--- config.mk ---
export PLATFORM = sky130hd
export DESIGN_NAME = id_ex_operand_stage_flat
export DESIGN_NICKNAME = d
export VERILOG_FILES = /design/src/rtl/id_ex_operand_stage_pkg.sv /design/src/rtl/id_ex_operand_stage_if.sv /design/src/rtl/id_ex_operand_stage_fwd_mux.sv /design/src/rtl/id_ex_operand_stage.sv /design/src/flat_wrapper.sv
export SDC_FILE = /design/constraint.sdc
export NUM_CORES = 1
export LEC_CHECK = 0
export BUFFER_PORTS_ARGS = -buffer_cell sky130_fd_sc_hd__buf_2
export CAP_MARGIN = 20
export CORE_MARGIN = 3
export CORE_UTILIZATION = 37
export CTS_CLUSTER_SIZE = 16
export DETAILED_ROUTE_END_ITERATION = 16
export PLACE_DENSITY = 0.75
export SLEW_MARGIN = 20
export SYNTH_ARGS = -nofsm -noshare
export SYNTH_HDL_FRONTEND = slang
export SYNTH_HIERARCHICAL = 1
export SYNTH_SLANG_ARGS = --single-unit
--- constraint.sdc ---
create_clock -name clk -period 7.8 [get_ports clk]
set_clock_uncertainty 0.05 [all_clocks]
set_input_delay 2.34 -clock clk [delete_from_list [all_inputs] [get_ports clk]]
set_output_delay 2.34 -clock clk [all_outputs]
set_load 0.01 [all_outputs]
--- src/rtl/id_ex_operand_stage_pkg.sv ---
// Shared types for the ID/EX operand stage: ALU op codes, forwarding source
// select and the control word that a squashed slot loads.
package pipe_pkg;

  typedef enum logic [3:0] {
    ALU_AND  = 4'd0,
    ALU_OR   = 4'd1,
    ALU_ADD  = 4'd2,
    ALU_NOR  = 4'd3,
    ALU_SLLV = 4'd4,
    ALU_SRLV = 4'd5,
    ALU_SUB  = 4'd6,
    ALU_SLT  = 4'd7,
    ALU_XOR  = 4'd8,
    ALU_SRA  = 4'd9,
    ALU_SRL  = 4'd10
  } alu_op_e;

  typedef enum logic [1:0] {
    FWD_REG = 2'd0,
    FWD_MEM = 2'd1,
    FWD_WB  = 2'd2
  } fwd_sel_e;

  typedef struct packed {
    logic    valid;
    logic    reg_write;
    logic    mem_read;
    logic    mem_write;
    alu_op_e alu_ctl;
  } ex_ctl_t;

  localparam ex_ctl_t BUBBLE_CTL = '{
    valid:     1'b0,
    reg_write: 1'b0,
    mem_read:  1'b0,
    mem_write: 1'b0,
    alu_ctl:   ALU_AND
  };

endpackage

--- src/rtl/id_ex_operand_stage_if.sv ---
// Signal bundle between decode, the later pipeline stages and the ID/EX operand stage.
// id_valid qualifies the decode slot; there is no ready: stall is the only backpressure.
interface id_ex_operand_stage_if #(
  parameter int DATA_W = 32,
  parameter int REG_AW = 5
) ();
  logic              id_valid;
  logic [REG_AW-1:0] id_rs;
  logic [REG_AW-1:0] id_rt;
  logic [REG_AW-1:0] id_rd;
  logic [DATA_W-1:0] id_rs_val;
  logic [DATA_W-1:0] id_rt_val;
  logic [DATA_W-1:0] id_imm;
  logic [4:0]        id_shamt;
  logic [3:0]        id_alu_ctl;
  logic              id_a_sel;
  logic              id_b_sel;
  logic              id_uses_rs;
  logic              id_uses_rt;
  logic              id_reg_write;
  logic              id_mem_read;
  logic              id_mem_write;
  logic              flush;
  logic              mem_reg_write;
  logic [REG_AW-1:0] mem_rd;
  logic [DATA_W-1:0] mem_result;
  logic              wb_reg_write;
  logic [REG_AW-1:0] wb_rd;
  logic [DATA_W-1:0] wb_result;

  logic              stall;
  logic              ex_valid;
  logic [3:0]        ex_alu_ctl;
  logic [DATA_W-1:0] ex_alu_a;
  logic [DATA_W-1:0] ex_alu_b;
  logic [DATA_W-1:0] ex_store_data;
  logic [REG_AW-1:0] ex_rd;
  logic              ex_reg_write;
  logic              ex_mem_read;
  logic              ex_mem_write;
  pipe_pkg::fwd_sel_e fwd_rs_src;
  pipe_pkg::fwd_sel_e fwd_rt_src;

  modport master (
    output id_valid, id_rs, id_rt, id_rd, id_rs_val, id_rt_val, id_imm, id_shamt,
           id_alu_ctl, id_a_sel, id_b_sel, id_uses_rs, id_uses_rt, id_reg_write,
           id_mem_read, id_mem_write, flush, mem_reg_write, mem_rd, mem_result,
           wb_reg_write, wb_rd, wb_result,
    input  stall, ex_valid, ex_alu_ctl, ex_alu_a, ex_alu_b, ex_store_data, ex_rd,
           ex_reg_write, ex_mem_read, ex_mem_write, fwd_rs_src, fwd_rt_src
  );

  modport slave (
    input  id_valid, id_rs, id_rt, id_rd, id_rs_val, id_rt_val, id_imm, id_shamt,
           id_alu_ctl, id_a_sel, id_b_sel, id_uses_rs, id_uses_rt, id_reg_write,
           id_mem_read, id_mem_write, flush, mem_reg_write, mem_rd, mem_result,
           wb_reg_write, wb_rd, wb_result,
    output stall, ex_valid, ex_alu_ctl, ex_alu_a, ex_alu_b, ex_store_data, ex_rd,
           ex_reg_write, ex_mem_read, ex_mem_write, fwd_rs_src, fwd_rt_src
  );
endinterface

--- src/rtl/id_ex_operand_stage_fwd_mux.sv ---
// One forwarding mux: picks EX/MEM, then MEM/WB, then the registered file value.
// Register 0 is hardwired, so an index of 0 never matches a producer.
module fwd_mux
  import pipe_pkg::*;
#(
  parameter int DATA_W = 32,
  parameter int REG_AW = 5
) (
  input  logic [REG_AW-1:0] idx,
  input  logic [DATA_W-1:0] reg_val,
  input  logic              mem_reg_write,
  input  logic [REG_AW-1:0] mem_rd,
  input  logic [DATA_W-1:0] mem_result,
  input  logic              wb_reg_write,
  input  logic [REG_AW-1:0] wb_rd,
  input  logic [DATA_W-1:0] wb_result,
  output logic [DATA_W-1:0] value,
  output fwd_sel_e          src
);
  logic nonzero;
  assign nonzero = (idx != '0);

  always_comb begin
    src   = FWD_REG;
    value = reg_val;
    if (nonzero && mem_reg_write && (mem_rd == idx)) begin
      src   = FWD_MEM;
      value = mem_result;
    end else if (nonzero && wb_reg_write && (wb_rd == idx)) begin
      src   = FWD_WB;
      value = wb_result;
    end
  end
endmodule

--- src/rtl/id_ex_operand_stage.sv ---
// ID/EX pipeline register plus EX operand selection: load-use stall, squash to
// bubble, and EX/MEM / MEM/WB forwarding onto the ALU A/B operands.
module id_ex_operand_stage
  import pipe_pkg::*;
#(
  parameter int DATA_W = 32,
  parameter int REG_AW = 5
) (
  input logic                 clk,
  input logic                 reset_n,
  id_ex_operand_stage_if.slave bus
);
  ex_ctl_t           ctl_q, ctl_d;
  logic [REG_AW-1:0] rs_q, rt_q, rd_q, rs_d, rt_d, rd_d;
  logic [DATA_W-1:0] rs_val_q, rt_val_q, imm_q;
  logic [4:0]        shamt_q;
  logic              a_sel_q, b_sel_q;
  logic              load_use;
  logic              bubble;
  logic [DATA_W-1:0] fwd_rs, fwd_rt;

  // A load in EX cannot forward its data until MEM/WB, so a dependent decode must wait.
  assign load_use = ctl_q.valid & ctl_q.mem_read & (rd_q != '0) & bus.id_valid &
                    ((bus.id_uses_rs & (bus.id_rs == rd_q)) |
                     (bus.id_uses_rt & (bus.id_rt == rd_q)));
  assign bus.stall = load_use;
  assign bubble    = bus.flush | load_use;

  always_comb begin
    ctl_d = BUBBLE_CTL;
    rs_d  = '0;
    rt_d  = '0;
    rd_d  = '0;
    if (!bubble) begin
      ctl_d.valid     = bus.id_valid;
      ctl_d.reg_write = bus.id_valid & bus.id_reg_write;
      ctl_d.mem_read  = bus.id_valid & bus.id_mem_read;
      ctl_d.mem_write = bus.id_valid & bus.id_mem_write;
      ctl_d.alu_ctl   = alu_op_e'(bus.id_alu_ctl);
      rs_d            = bus.id_rs;
      rt_d            = bus.id_rt;
      rd_d            = bus.id_rd;
    end
  end

  always_ff @(posedge clk or negedge reset_n) begin
    if (!reset_n) begin
      ctl_q    <= BUBBLE_CTL;
      rs_q     <= '0;
      rt_q     <= '0;
      rd_q     <= '0;
      rs_val_q <= '0;
      rt_val_q <= '0;
      imm_q    <= '0;
      shamt_q  <= '0;
      a_sel_q  <= 1'b0;
      b_sel_q  <= 1'b0;
    end else begin
      ctl_q    <= ctl_d;
      rs_q     <= rs_d;
      rt_q     <= rt_d;
      rd_q     <= rd_d;
      rs_val_q <= bus.id_rs_val;
      rt_val_q <= bus.id_rt_val;
      imm_q    <= bus.id_imm;
      shamt_q  <= bus.id_shamt;
      a_sel_q  <= bus.id_a_sel;
      b_sel_q  <= bus.id_b_sel;
    end
  end

  fwd_mux #(.DATA_W(DATA_W), .REG_AW(REG_AW)) u_fwd_rs (
    .idx(rs_q), .reg_val(rs_val_q),
    .mem_reg_write(bus.mem_reg_write), .mem_rd(bus.mem_rd), .mem_result(bus.mem_result),
    .wb_reg_write(bus.wb_reg_write), .wb_rd(bus.wb_rd), .wb_result(bus.wb_result),
    .value(fwd_rs), .src(bus.fwd_rs_src)
  );

  fwd_mux #(.DATA_W(DATA_W), .REG_AW(REG_AW)) u_fwd_rt (
    .idx(rt_q), .reg_val(rt_val_q),
    .mem_reg_write(bus.mem_reg_write), .mem_rd(bus.mem_rd), .mem_result(bus.mem_result),
    .wb_reg_write(bus.wb_reg_write), .wb_rd(bus.wb_rd), .wb_result(bus.wb_result),
    .value(fwd_rt), .src(bus.fwd_rt_src)
  );

  assign bus.ex_valid      = ctl_q.valid;
  assign bus.ex_reg_write  = ctl_q.reg_write;
  assign bus.ex_mem_read   = ctl_q.mem_read;
  assign bus.ex_mem_write  = ctl_q.mem_write;
  assign bus.ex_alu_ctl    = ctl_q.alu_ctl;
  assign bus.ex_rd         = rd_q;
  assign bus.ex_alu_a      = a_sel_q ? {{(DATA_W-5){1'b0}}, shamt_q} : fwd_rs;
  assign bus.ex_alu_b      = b_sel_q ? imm_q : fwd_rt;
  assign bus.ex_store_data = fwd_rt;
endmodule

--- src/flat_wrapper.sv ---
// flat-port wrapper written by rule: the top's interface ports become plain ports
module id_ex_operand_stage_flat import pipe_pkg::*;
#(
  parameter int DATA_W = 32,
  parameter int REG_AW = 5
)
  (clk, reset_n, bus_id_valid, bus_id_rs, bus_id_rt, bus_id_rd, bus_id_rs_val, bus_id_rt_val, bus_id_imm, bus_id_shamt, bus_id_alu_ctl, bus_id_a_sel, bus_id_b_sel, bus_id_uses_rs, bus_id_uses_rt, bus_id_reg_write, bus_id_mem_read, bus_id_mem_write, bus_flush, bus_mem_reg_write, bus_mem_rd, bus_mem_result, bus_wb_reg_write, bus_wb_rd, bus_wb_result, bus_stall, bus_ex_valid, bus_ex_alu_ctl, bus_ex_alu_a, bus_ex_alu_b, bus_ex_store_data, bus_ex_rd, bus_ex_reg_write, bus_ex_mem_read, bus_ex_mem_write, bus_fwd_rs_src, bus_fwd_rt_src);
  id_ex_operand_stage_if #(.DATA_W(DATA_W), .REG_AW(REG_AW)) bus_i ();
  input logic clk;
  input logic reset_n;
  input wire logic [$bits(bus_i.id_valid)-1:0] bus_id_valid;
  input wire logic [$bits(bus_i.id_rs)-1:0] bus_id_rs;
  input wire logic [$bits(bus_i.id_rt)-1:0] bus_id_rt;
  input wire logic [$bits(bus_i.id_rd)-1:0] bus_id_rd;
  input wire logic [$bits(bus_i.id_rs_val)-1:0] bus_id_rs_val;
  input wire logic [$bits(bus_i.id_rt_val)-1:0] bus_id_rt_val;
  input wire logic [$bits(bus_i.id_imm)-1:0] bus_id_imm;
  input wire logic [$bits(bus_i.id_shamt)-1:0] bus_id_shamt;
  input wire logic [$bits(bus_i.id_alu_ctl)-1:0] bus_id_alu_ctl;
  input wire logic [$bits(bus_i.id_a_sel)-1:0] bus_id_a_sel;
  input wire logic [$bits(bus_i.id_b_sel)-1:0] bus_id_b_sel;
  input wire logic [$bits(bus_i.id_uses_rs)-1:0] bus_id_uses_rs;
  input wire logic [$bits(bus_i.id_uses_rt)-1:0] bus_id_uses_rt;
  input wire logic [$bits(bus_i.id_reg_write)-1:0] bus_id_reg_write;
  input wire logic [$bits(bus_i.id_mem_read)-1:0] bus_id_mem_read;
  input wire logic [$bits(bus_i.id_mem_write)-1:0] bus_id_mem_write;
  input wire logic [$bits(bus_i.flush)-1:0] bus_flush;
  input wire logic [$bits(bus_i.mem_reg_write)-1:0] bus_mem_reg_write;
  input wire logic [$bits(bus_i.mem_rd)-1:0] bus_mem_rd;
  input wire logic [$bits(bus_i.mem_result)-1:0] bus_mem_result;
  input wire logic [$bits(bus_i.wb_reg_write)-1:0] bus_wb_reg_write;
  input wire logic [$bits(bus_i.wb_rd)-1:0] bus_wb_rd;
  input wire logic [$bits(bus_i.wb_result)-1:0] bus_wb_result;
  output wire logic [$bits(bus_i.stall)-1:0] bus_stall;
  output wire logic [$bits(bus_i.ex_valid)-1:0] bus_ex_valid;
  output wire logic [$bits(bus_i.ex_alu_ctl)-1:0] bus_ex_alu_ctl;
  output wire logic [$bits(bus_i.ex_alu_a)-1:0] bus_ex_alu_a;
  output wire logic [$bits(bus_i.ex_alu_b)-1:0] bus_ex_alu_b;
  output wire logic [$bits(bus_i.ex_store_data)-1:0] bus_ex_store_data;
  output wire logic [$bits(bus_i.ex_rd)-1:0] bus_ex_rd;
  output wire logic [$bits(bus_i.ex_reg_write)-1:0] bus_ex_reg_write;
  output wire logic [$bits(bus_i.ex_mem_read)-1:0] bus_ex_mem_read;
  output wire logic [$bits(bus_i.ex_mem_write)-1:0] bus_ex_mem_write;
  output wire logic [$bits(bus_i.fwd_rs_src)-1:0] bus_fwd_rs_src;
  output wire logic [$bits(bus_i.fwd_rt_src)-1:0] bus_fwd_rt_src;
  assign bus_i.id_valid = bus_id_valid;
  assign bus_i.id_rs = bus_id_rs;
  assign bus_i.id_rt = bus_id_rt;
  assign bus_i.id_rd = bus_id_rd;
  assign bus_i.id_rs_val = bus_id_rs_val;
  assign bus_i.id_rt_val = bus_id_rt_val;
  assign bus_i.id_imm = bus_id_imm;
  assign bus_i.id_shamt = bus_id_shamt;
  assign bus_i.id_alu_ctl = bus_id_alu_ctl;
  assign bus_i.id_a_sel = bus_id_a_sel;
  assign bus_i.id_b_sel = bus_id_b_sel;
  assign bus_i.id_uses_rs = bus_id_uses_rs;
  assign bus_i.id_uses_rt = bus_id_uses_rt;
  assign bus_i.id_reg_write = bus_id_reg_write;
  assign bus_i.id_mem_read = bus_id_mem_read;
  assign bus_i.id_mem_write = bus_id_mem_write;
  assign bus_i.flush = bus_flush;
  assign bus_i.mem_reg_write = bus_mem_reg_write;
  assign bus_i.mem_rd = bus_mem_rd;
  assign bus_i.mem_result = bus_mem_result;
  assign bus_i.wb_reg_write = bus_wb_reg_write;
  assign bus_i.wb_rd = bus_wb_rd;
  assign bus_i.wb_result = bus_wb_result;
  assign bus_stall = bus_i.stall;
  assign bus_ex_valid = bus_i.ex_valid;
  assign bus_ex_alu_ctl = bus_i.ex_alu_ctl;
  assign bus_ex_alu_a = bus_i.ex_alu_a;
  assign bus_ex_alu_b = bus_i.ex_alu_b;
  assign bus_ex_store_data = bus_i.ex_store_data;
  assign bus_ex_rd = bus_i.ex_rd;
  assign bus_ex_reg_write = bus_i.ex_reg_write;
  assign bus_ex_mem_read = bus_i.ex_mem_read;
  assign bus_ex_mem_write = bus_i.ex_mem_write;
  assign bus_fwd_rs_src = bus_i.fwd_rs_src;
  assign bus_fwd_rt_src = bus_i.fwd_rt_src;
  id_ex_operand_stage #(.DATA_W(DATA_W), .REG_AW(REG_AW)) u_core (.clk(clk), .reset_n(reset_n), .bus(bus_i));
endmodule
== After elaboration in Yosys (flattened, before gate mapping) ==
Cells that the tools add are included.

* Flip-flop bits (word level): 126
* Input port bits: 207
* Logic and storage cells: 56

* Eq/ne operators: 6
* Mux-type cells: 14
* Bitwise logic cells: 11
* Reduce and logical (&&, ||, !) cells: 11

{| class="wikitable"
|+ Operators with widths
! cell !! count
|-
| $mux W32 || 6
|-
| $eq A5 B5 Y1 || 6
|-
| $mux W5 || 3
|-
| $reduce_bool A5 Y1 || 3
|-
| $and A1 B1 Y1 || 9
|-
| $logic_and A1 B1 Y1 || 8
|-
| $mux W2 || 4
|-
| $mux W8 || 1
|-
| $or A1 B1 Y1 || 2
|}

== Depth between registers and ports, before layout ==
Gate-level depths: netlist (run 1).

* Depth in word-level cells: 6
* Mapped depth: 7
* Depth with buffers taken out: 5

== By module ==
Netlist (run 1), hierarchy kept.

{| class="wikitable"
|+ Modules (own cells, without submodules)
! module !! times used !! cells each !! area each (µm²) !! seq. area each (µm²)
|-
| id_ex_operand_stage || 1 || 269 || 4214.0 || 3153.0
|-
| fwd_mux || 2 || 171 || 983.4 || 0.0
|}

== Least setup slack after synthesis (run 1) ==
Ideal clock, no wire load.

* Path kind: input -> output
* Start: input port bus_wb_rd[2]
* End: output port bus_ex_alu_b[16]
* Arrival time: 3.763 ns
* Path slack: 1.647 ns
* Cell stages on the path: 7
* Path through: xnor2_1 and4_1 clkbuf_1 clkbuf_1 nand3_1 a31oi_1 mux2_2

* Word-level cells in the longest chain between the ends: 5

{| class="wikitable"
|+ Ends and longest elaborated chain
! item !! RTL line !! RTL
|-
| start: declaration || flat_wrapper.sv:32 || <nowiki>input wire logic [$bits(bus_i.wb_rd)-1:0] bus_wb_rd;</nowiki>
|-
| $eq A5 B5 Y1 || id_ex_operand_stage_fwd_mux.sv:29 || <nowiki>end else if (nonzero && wb_reg_write && (wb_rd == idx)) begin</nowiki>
|-
| $logic_and A1 B1 Y1 || id_ex_operand_stage_fwd_mux.sv:29 ||
|-
| $mux W32 || id_ex_operand_stage_fwd_mux.sv:29 ||
|-
| $mux W32 || id_ex_operand_stage_fwd_mux.sv:26 || <nowiki>if (nonzero && mem_reg_write && (mem_rd == idx)) begin</nowiki>
|-
| named net bus_ex_store_data[16] || flat_wrapper.sv:39 || <nowiki>output wire logic [$bits(bus_i.ex_store_data)-1:0] bus_ex_store_data;</nowiki>
|-
| $mux W32 || id_ex_operand_stage.sv:93 || <nowiki>assign bus.ex_alu_b = b_sel_q ? imm_q : fwd_rt;</nowiki>
|-
| end: declaration || flat_wrapper.sv:38 || <nowiki>output wire logic [$bits(bus_i.ex_alu_b)-1:0] bus_ex_alu_b;</nowiki>
|}

The timed path passes the listed nets, and every way through them passes these cells.

== Worst setup path after layout (run 1) ==
* Start: input port bus_wb_rd[0]
* End: output port bus_ex_alu_b[30]

* Word-level cells in the longest chain between the ends: 5

{| class="wikitable"
|+ Ends and longest elaborated chain
! item !! RTL line
|-
| $eq A5 B5 Y1 || id_ex_operand_stage_fwd_mux.sv:29
|-
| $logic_and A1 B1 Y1 || id_ex_operand_stage_fwd_mux.sv:29
|-
| $mux W32 || id_ex_operand_stage_fwd_mux.sv:29
|-
| $mux W32 || id_ex_operand_stage_fwd_mux.sv:26
|-
| $mux W32 || id_ex_operand_stage.sv:93
|}

Every way passes these cells.

==> impl_metrics.toml, run 1 <==
[status]
status = "finished clean"

[global_route]
grt_pass1_vias = 6204
grt_pass1_wl_um = 35600
antenna_found_initial = 1
globalRouteOverflowTotal = 0
grt_start_max_net_pins = 65
grtUsageTotal = 0.258

[yosys]
syn_area_um2 = 6180
synth_top_area_share = 0.510
synth_cells = 611
mappedNetlistNets = 818
yosysUniqueCellTypes = 30
synth.avg_cell_area_um2 = 10.1
yosys-top-cells-area = "dfrtp_1, a31oi_1, mux2_2, nand3_1, nor3_1"
ys_ff_latch = 126
synth_largest_area_cell = "dfrtp_1"
synth_warnings = 6
synth-seq-area-share = 0.510

[critical_path]
worst_setup_path_end_kind = "primary output"
slowest_stage = "nand4_1"
arrival_ns = 4.36
start_kind = "primary input"
cpPeakStageDelay_ns = 0.46
crit_type = "in2out"
required_ns = 5.41
cp_cell_sequence = "buf_2 > xnor2_1 > nand4_1 > buf_4 > o21ai_0 > a31oi_1 > mux2_2 > buf_2"
cp_common_cell = "buf_2"
cp_max_fo = 23

[cells_and_area]
drive_gt1_frac = 0.453
stdcell_count = 1136
nFillCells = 1491
fin_area_um2 = 8540
synthToLayoutAreaGrowth_pct = 38.2
most-common-layout-cells = "buf_2, dfrtp_1, nor3_1, nand3_1, a31oi_1"
final_common_cell = "buf_2"
final_util = 0.530
n_antenna_cell = 0
nets = 1114

[place]
dp_hpwl_um = 17900
gp_congestion = 0.899
dp_cells = 1104
placed_area_um2 = 7900
portBuffers = 320

[power]
p_per_area_nw_per_um2 = 218
leakage_uw = 0.00384
irDropWorstVdd_mv = 0.134
power.total_uw = 1860

[floorplan]
die_x_um = 135
die_height_um = 135
ios = 321
initial_core_util = 0.384
die_area_um2 = 18300
core-area_um2 = 16100
num_rows = 46

[detailed_routing]
drt_iter0_markers = 502
vias = 6192
ant_nets = 0
wirelength_um = 24500
drc = 0
routedWlPerCell_um = 21.6
via_per_inst = 5.45
drt-pass1-iter-count = 7

[timing]
setup_viol = 0
finalHoldViolCount = 0
max_freq_mhz = 148
fin_crit_sh = 0.866
tightestPinTransition_ns = 0.953
slew_headroom = 0.362
maxSlewViolCount = 0
finalSetupTns_ns = 0
layout_min_cycle_time_ns = 6.75
rsz0062_at_grt = "no"

[clock_tree]
holdBufCountCts = 0
worstSkewPairLatency_ns = 0.41
cts_tree = "done"
cts.reportedPaths.clkPinSlew_ns = 0.06
cts-root-buf = "clkbuf_16"
numCtsBuffers = 17
cts_max_level = 4
clock_sinks = 126
clockBufferDepth = 2
post-cts-setup-buffers = 0
cts_resized = 0

[run]
maxCapViolCount = 0

[worst_hold_path]
min_path_type = "reg2reg"
-- routing by layer --
metal	routed length (um)	up-vias	track usage
li1	-	2812	-
met1	9320	2922	0.313
met2	12100	410	0.437
met3	2260	48	0.0672
met4	803	0	0.104
met5	0	-	0
-- worst max-delay path, delay by kind of cell --
kind | cells | cell delay, ns
AO/OA/AOI/OAI | 2 | 0.39
XOR/XNOR | 1 | 0.18
buffers and inverters | 3 | 0.67
multiplexers | 1 | 0.30
AND/OR/NAND/NOR | 1 | 0.46
-- where the power goes --
group / leakage, uW / switching, uW / total [uW] / internal, uW
registers: 0.00150 / 14.8 / 701 / 687
clock network: 0.000309 / 308 / 861 / 553
logic: 0.00203 / 175 / 299 / 124
total: 0.00384 / 497 / 1860 / 1360
-- synth_stat cells --
master	count
nor2b_1	28
nand2b_1	19
o211ai_2	4
a21oi_2	1
inv_2	2
a21boi_0	1
or2_1	2
clkbuf_1	31
a31oi_1	64
mux2_2	35
a21oi_1	22
nand3_1	65
o21ai_1	10
nor3_2	2
o21ai_0	54
o211a_1	2
mux2_1	2
nor3_1	65
o22ai_2	1
buf_6	8
nor2_1	1
nand4_1	6
and4_1	2
and2_2	1
buf_2	12
or4_4	2
buf_4	8
nand2_1	5
xnor2_1	30
dfrtp_1	126
-- state kept, by name, summed over array words and instances, names as in the netlist --
name / cells
u_core/a_sel_q: 1
u_core/b_sel_q: 1
u_core/bus.ex_alu_ctl: 4
u_core/bus.ex_mem_read: 1
u_core/bus.ex_mem_write: 1
u_core/bus.ex_rd: 5
u_core/bus.ex_reg_write: 1
u_core/bus.ex_valid: 1
u_core/imm_q: 32
u_core/rs_q: 5
u_core/rs_val_q: 32
u_core/rt_q: 5
u_core/rt_val_q: 32
u_core/shamt_q: 5
-- worst paths after layout --
kind	to	slack (ns)	startpoint	cells past startpoint
setup / recovery	bus_ex_alu_b[30]	1.05	bus_wb_rd[0]	8
hold / removal	u_core/rt_q[0]	0.86	u_core/bus.ex_mem_read	4
setup reg to reg	u_core/bus.ex_alu_ctl[1]	6.22	u_core/bus.ex_rd[3]	5
hold reg to reg	u_core/rt_q[0]	0.86	u_core/bus.ex_mem_read	4
max in group asynchronous	u_core/rt_val_q[1]	4.54	reset_n	2
min in group asynchronous	u_core/rs_val_q[21]	1.84	reset_n	1
-- through the flow --
stage / setup slack [ns] / hold slack [ns]
2_1_floorplan: 1.65 / 0.665
3_3_place_gp: 1.10 / 0.852
3_5_place_dp: 1.03 / 0.849
4_1_cts: 1.03 / 0.870
5_1_grt: 0.911 / 0.905
6_report: 1.05 / 0.858
-- layout make-up --
class                   count  area (um^2)  area share
flip-flops and latches    126         3150       0.369
clock buffers              19          453      0.0530
inverters                   2         7.51    0.000879
clock inverters            13          189      0.0221
repair buffers            336         1740       0.204
multi-input cells         424         2730       0.320
well taps                 216          270      0.0316
-- cell families (layout without fill, tap and decap cells) --
| group | count (synthesis) | after routing | share of synthesized area |
|---|---|---|---|
| and+or+nand+nor | 198 | 198 | 0.176 |
| AOI/OAI and AO/OA | 159 | 159 | 0.150 |
| DFF | 126 | 126 | 0.510 |
| buffers and inverters | 61 | 370 | 0.0541 |
| muxes | 37 | 37 | 0.0674 |
| xor gates and xnor gates | 30 | 30 | 0.0425 |
Note: power is estimated with default switching activity, not from simulation.
==> run 2, diff against run 1 <==
- ABC_AREA: default -> 1
- PLACE_DENSITY: 0.75 -> 0.73
==> impl_metrics.toml, run 2 <==
[timing]
maxSlewViolCount = 0
setup_viol = 0
fin_crit_sh = 0.872
tightestPinTransition_ns = 0.935
slew_headroom = 0.377
rsz0062_at_grt = "no"
max_freq_mhz = 147
finalHoldViolCount = 0
finalSetupTns_ns = 0
layout_min_cycle_time_ns = 6.80

[yosys]
synth.most_common_cell = "nand2_1"
mappedNetlistNets = 1109
async_reset_ff_frac = 1.00
synth_commonest_cells = "nand2_1, inv_1, nand3_1"
syn_area_um2 = 6810
synth_warnings = 6
synth-seq-area-share = 0.463
synth_top_area_share = 0.463
ys_ff_latch = 126
yosys-top-cells-area = "dfrtp_1, nand2_1, inv_1, nand3_1, mux2_2"
synth_cells = 902
synthFlopType = "dfrtp_1"
synth_largest_area_cell = "dfrtp_1"
yosysUniqueCellTypes = 22
synth.avg_cell_area_um2 = 7.55
synth_edf_count = 0

[clock_tree]
worstSkewPairLatency_ns = 0.42
cts_tree = "done"
cts_max_level = 4
cts-root-buf = "clkbuf_16"
clockBufferDepth = 2
numCtsBuffers = 17
cts.reportedPaths.clkPinSlew_ns = 0.06
holdBufCountCts = 0
post-cts-setup-buffers = 0
cts_resized = 0
clock_sinks = 126

[cells_and_area]
n_antenna_cell = 0
final_common_cell = "buf_2"
stdcell_count = 1446
synthToLayoutAreaGrowth_pct = 33.0
most-common-layout-cells = "buf_2, nand2_1, inv_1, nand3_1, dfrtp_1"
reg_top3 = "u_core/imm_q: 32 flops, u_core/rs_val_q: 32 flops, u_core/rt_val_q: 32 flops"
drive_gt1_frac = 0.351
nets = 1417

[critical_path]
worst_setup_path_end_kind = "primary output"
crit_type = "in2out"
cp_max_fo = 33
start_kind = "primary input"
slowest_stage = "nor2_4"
cp_common_cell = "nand2_1"
required_ns = 5.41
cp_num_buf_inv = 3
reg2reg_slack_ns = 6.35
path_delay_family = "simple AND/OR/NAND/NOR gates"
arrival_ns = 4.41
cp_cell_sequence = "buf_2 > inv_1 > nand2_1 > nand3_2 > nor2_4 > nand2_4 > nand2_1 > nand3_1 > nand2_1 > mux2_2 > buf_2"
cpPeakStageDelay_ns = 0.58

[power]
pwr-share-seq = 0.390
leakage_uw = 0.00556
comb_power_share = 0.154
p_int_uw = 1330
p_per_area_nw_per_um2 = 199
irDropWorstVdd_mv = 0.142
p_sw_uw = 469
swShare = 0.260
power_frac_clock = 0.456

[global_route]
use_met3 = 0.0677
antenna_found_initial = 2
grtUsageTotal = 0.221
globalRouteOverflowTotal = 0
grt_pass1_wl_um = 34600
grt_pass1_vias = 6809
use_met2 = 0.390
gr-max-usage-layer = "met2"
use_met1 = 0.251
grt_start_max_net_pins = 72

[detailed_routing]
drt-pass1-iter-count = 4
ant_nets = 0
wirelength_um = 22000
via_per_inst = 4.63
drt_iter0_markers = 349
vias = 6700
drc = 0
routedWlPerCell_um = 15.2

[floorplan]
initial_core_util = 0.386
die_height_um = 142
core-area_um2 = 17700
ios = 321
die_x_um = 142
die_area_um2 = 20100
num_rows = 48

[run]
maxCapViolCount = 0

[place]
dp_cells = 1416
dp_hpwl_um = 16300
gp_congestion = 0.913
portBuffers = 320

[status]
status = "finished clean"

[worst_hold_path]
min_path_type = "reg2reg"
## run 2: cell count changes in the layout (fill, tap and decap cells not counted), moves of 24 or more
cell / change
o21ai_0: -54
xnor2_1: -24
nand2_1: +259
inv_1: +196
nor2_1: +58
nor3_1: -65
a31oi_1: -64
nor2b_1: -28
nand3_1: +67
## run 2: worst register-to-register path, stage by stage, from the launching register on
cell	delay (ns)
dfrtp_1	0.38
inv_1	0.10
nand2_1	0.07
nand2_1	0.05
nor2_1	0.11
nand3_1	0.09
nand2_1	0.08
nand2_2	0.07
nand2_4	0.24
nor2_1	0.08
## run 2: worst paths after layout
path / cells after the start / from / end
setup / recovery: 11 / bus_wb_rd[0] / bus_ex_alu_b[31]
hold / removal: 5 / u_core/bus.ex_mem_read / u_core/bus.ex_alu_ctl[0]
setup reg to reg: 9 / u_core/bus.ex_rd[0] / u_core/rs_q[0]
hold reg to reg: 5 / u_core/bus.ex_mem_read / u_core/bus.ex_alu_ctl[0]
max in group asynchronous: 2 / reset_n / u_core/b_sel_q
min in group asynchronous: 1 / reset_n / u_core/rs_val_q[17]
## run 2: stage by stage
| step | total power [uW] | setup slack [ns] | cell area (um^2) | utilization | hold WS, ns |
|---|---|---|---|---|---|
| floorplan | 856 | 1.97 | 6810 | - | 0.712 |
| global placement | 989 | 1.04 | 8460 | 0.479 | 0.832 |
| detailed placement | 995 | 0.950 | 8460 | 0.479 | 0.839 |
| CTS | 1830 | 0.938 | 9060 | 0.513 | 0.848 |
| global route | 1890 | 0.809 | 9060 | 0.513 | 0.931 |
| finish | 1800 | 0.999 | 9060 | 0.513 | 0.843 |
## run 2: cells by family (layout without fill, tap and decap cells)
kind of cell / after synthesis / in the layout / share of synthesized area
AND/OR/NAND/NOR: 485 / 485 / 0.309
buffers and inverters: 248 / 567 / 0.160
flip-flops: 126 / 126 / 0.463
multiplexers: 37 / 37 / 0.0612
XOR/XNOR: 6 / 6 / 0.00771
## run 2: per-layer routing
metal  share of wire  routed length, um
met1            0.38               8350
met2            0.50              11000
met3           0.093               2040
met4           0.027                592
met5          0.0012                 27
## run 2: final cells by class
| type | count | area [um^2] |
|---|---|---|
| Multi-Input combinational cell | 528 | 2570 |
| Clock buffer | 18 | 429 |
| Clock inverter | 12 | 171 |
| Inverter | 209 | 785 |
| Sequential cell | 126 | 3150 |
| Fill cell | 1759 | 8600 |
| Tap cell | 225 | 282 |
| Timing Repair Buffer | 328 | 1670 |
## run 2: power by group through the flow
stage / Clock [uW] / Sequential, uW / Combinational [uW]
finish: 822 / 703 / 277
global placement: 0 / 713 / 275
floorplan: 0 / 709 / 147
global route: 872 / 706 / 311
CTS: 842 / 703 / 281
detailed placement: 0 / 715 / 280
==> run 3, diff against run 2 <==
- CELL_PAD_IN_SITES_DETAIL_PLACEMENT: default -> 1
- CELL_PAD_IN_SITES_GLOBAL_PLACEMENT: default -> 2
- CORE_UTILIZATION: 37 -> 27
- PLACE_DENSITY: 0.73 -> 0.94
==> impl_metrics.toml, run 3 (synthesis results as in run 2) <==
[status]
status = "finished clean"

[detailed_routing]
drt-pass1-iter-count = 4
drt_iter0_markers = 261
vias = 6798
routedWlPerCell_um = 16.9
ant_nets = 0
wirelength_um = 26200
via_per_inst = 4.39
drc = 0

[floorplan]
die_height_um = 165
num_rows = 57
die_area_um2 = 27200
ios = 321
initial_core_util = 0.278
die_x_um = 165
core-area_um2 = 24500

[global_route]
grt_pass1_vias = 7312
grt_pass1_wl_um = 39600
grt_start_max_net_pins = 67
grtUsageTotal = 0.191
globalRouteOverflowTotal = 0
antenna_found_initial = 5

[critical_path]
arrival_ns = 4.38
required_ns = 5.41
cp_max_fo = 33
worst_setup_path_end_kind = "primary output"
crit_type = "in2out"
reg2reg_slack_ns = 6.32
start_kind = "primary input"

[timing]
max_freq_mhz = 148
rsz0062_at_grt = "no"
slew_headroom = 0.418
maxSlewViolCount = 0
setup_viol = 0
fin_crit_sh = 0.868
finalHoldViolCount = 0
tightestPinTransition_ns = 0.874
layout_min_cycle_time_ns = 6.77
finalSetupTns_ns = 0

[clock_tree]
cts_resized = 0
numCtsBuffers = 17
cts.reportedPaths.clkPinSlew_ns = 0.07
cts_tree = "done"
cts-root-buf = "clkbuf_16"
clock_sinks = 126
holdBufCountCts = 0
clockBufferDepth = 2
cts_max_level = 4
worstSkewPairLatency_ns = 0.42
post-cts-setup-buffers = 0

[power]
p_per_area_nw_per_um2 = 199
leakage_uw = 0.00556
irDropWorstVdd_mv = 0.112

[cells_and_area]
synthToLayoutAreaGrowth_pct = 35.1
drive_gt1_frac = 0.352
final_util = 0.375
nFillCells = 3189
nets = 1417
final_common_cell = "buf_2"
multi_input_area_um2 = 2570
most-common-layout-cells = "buf_2, nand2_1, inv_1, nand3_1, dfrtp_1"
seq_area_um2 = 3150
reg_top3 = "u_core/imm_q: 32 flops, u_core/rs_val_q: 32 flops, u_core/rt_val_q: 32 flops"

[run]
maxCapViolCount = 0

[place]
dp_hpwl_um = 19400
portBuffers = 320
gp_congestion = 0.790

[worst_hold_path]
min_path_type = "reg2reg"
-- run 3: worst paths after layout --
path | start | endpoint | cells past startpoint
setup / recovery | bus_wb_rd[4] | bus_ex_alu_a[31] | 13
hold / removal | u_core/bus.ex_valid | u_core/bus.ex_rd[4] | 5
setup reg to reg | u_core/bus.ex_rd[1] | u_core/bus.ex_alu_ctl[1] | 9
hold reg to reg | u_core/bus.ex_valid | u_core/bus.ex_rd[4] | 5
max in group asynchronous | reset_n | u_core/rs_val_q[26] | 2
min in group asynchronous | reset_n | u_core/imm_q[8] | 1
-- run 3: layout make-up --
class                   count  share of cell area
diodes                      3            0.000816
clock buffers              17              0.0462
clock inverters            15              0.0201
inverters                 209              0.0852
multi-input cells         528               0.280
flip-flops and latches    126               0.343
well taps                 324              0.0441
repair buffers            328               0.181
-- run 3: critical path, cell delays in order --
cell     delay, ns
buf_2         0.12
inv_1         0.05
nand2_1       0.04
nand2_1       0.06
nand2_1       0.10
nor2_4        0.51
nand2_4       0.43
nand2_1       0.15
nand3_1       0.08
nand2_1       0.09
inv_1         0.04
nor2_1        0.18
buf_2         0.18
-- run 3: power by group --
part | total, uW | internal, uW | switching [uW]
clock network | 848 | 508 | 339
registers | 702 | 686 | 15.8
logic | 285 | 118 | 167
-- run 3: layer usage --
metal / share of wire / global-route usage / vias up
li1: - / - / 3285
met1: 0.39 / 0.217 / 3245
met2: 0.51 / 0.345 / 236
met3: 0.081 / 0.0597 / 26
met4: 0.012 / 0.0507 / 6
met5: 0.0013 / 0 / -
-- run 3: through the flow --
stage	total power [uW]	setup WS [ns]	cell area (um^2)	hold WS, ns	cells
after global routing	1930	0.799	9200	0.964	1548
after floorplan	856	1.97	6810	0.712	902
after CTS	1870	0.984	9200	0.890	1547
final	1830	1.03	9200	0.879	1550
after detailed placement	1000	0.986	8580	0.878	1515
after global placement	996	0.921	8580	0.838	1515
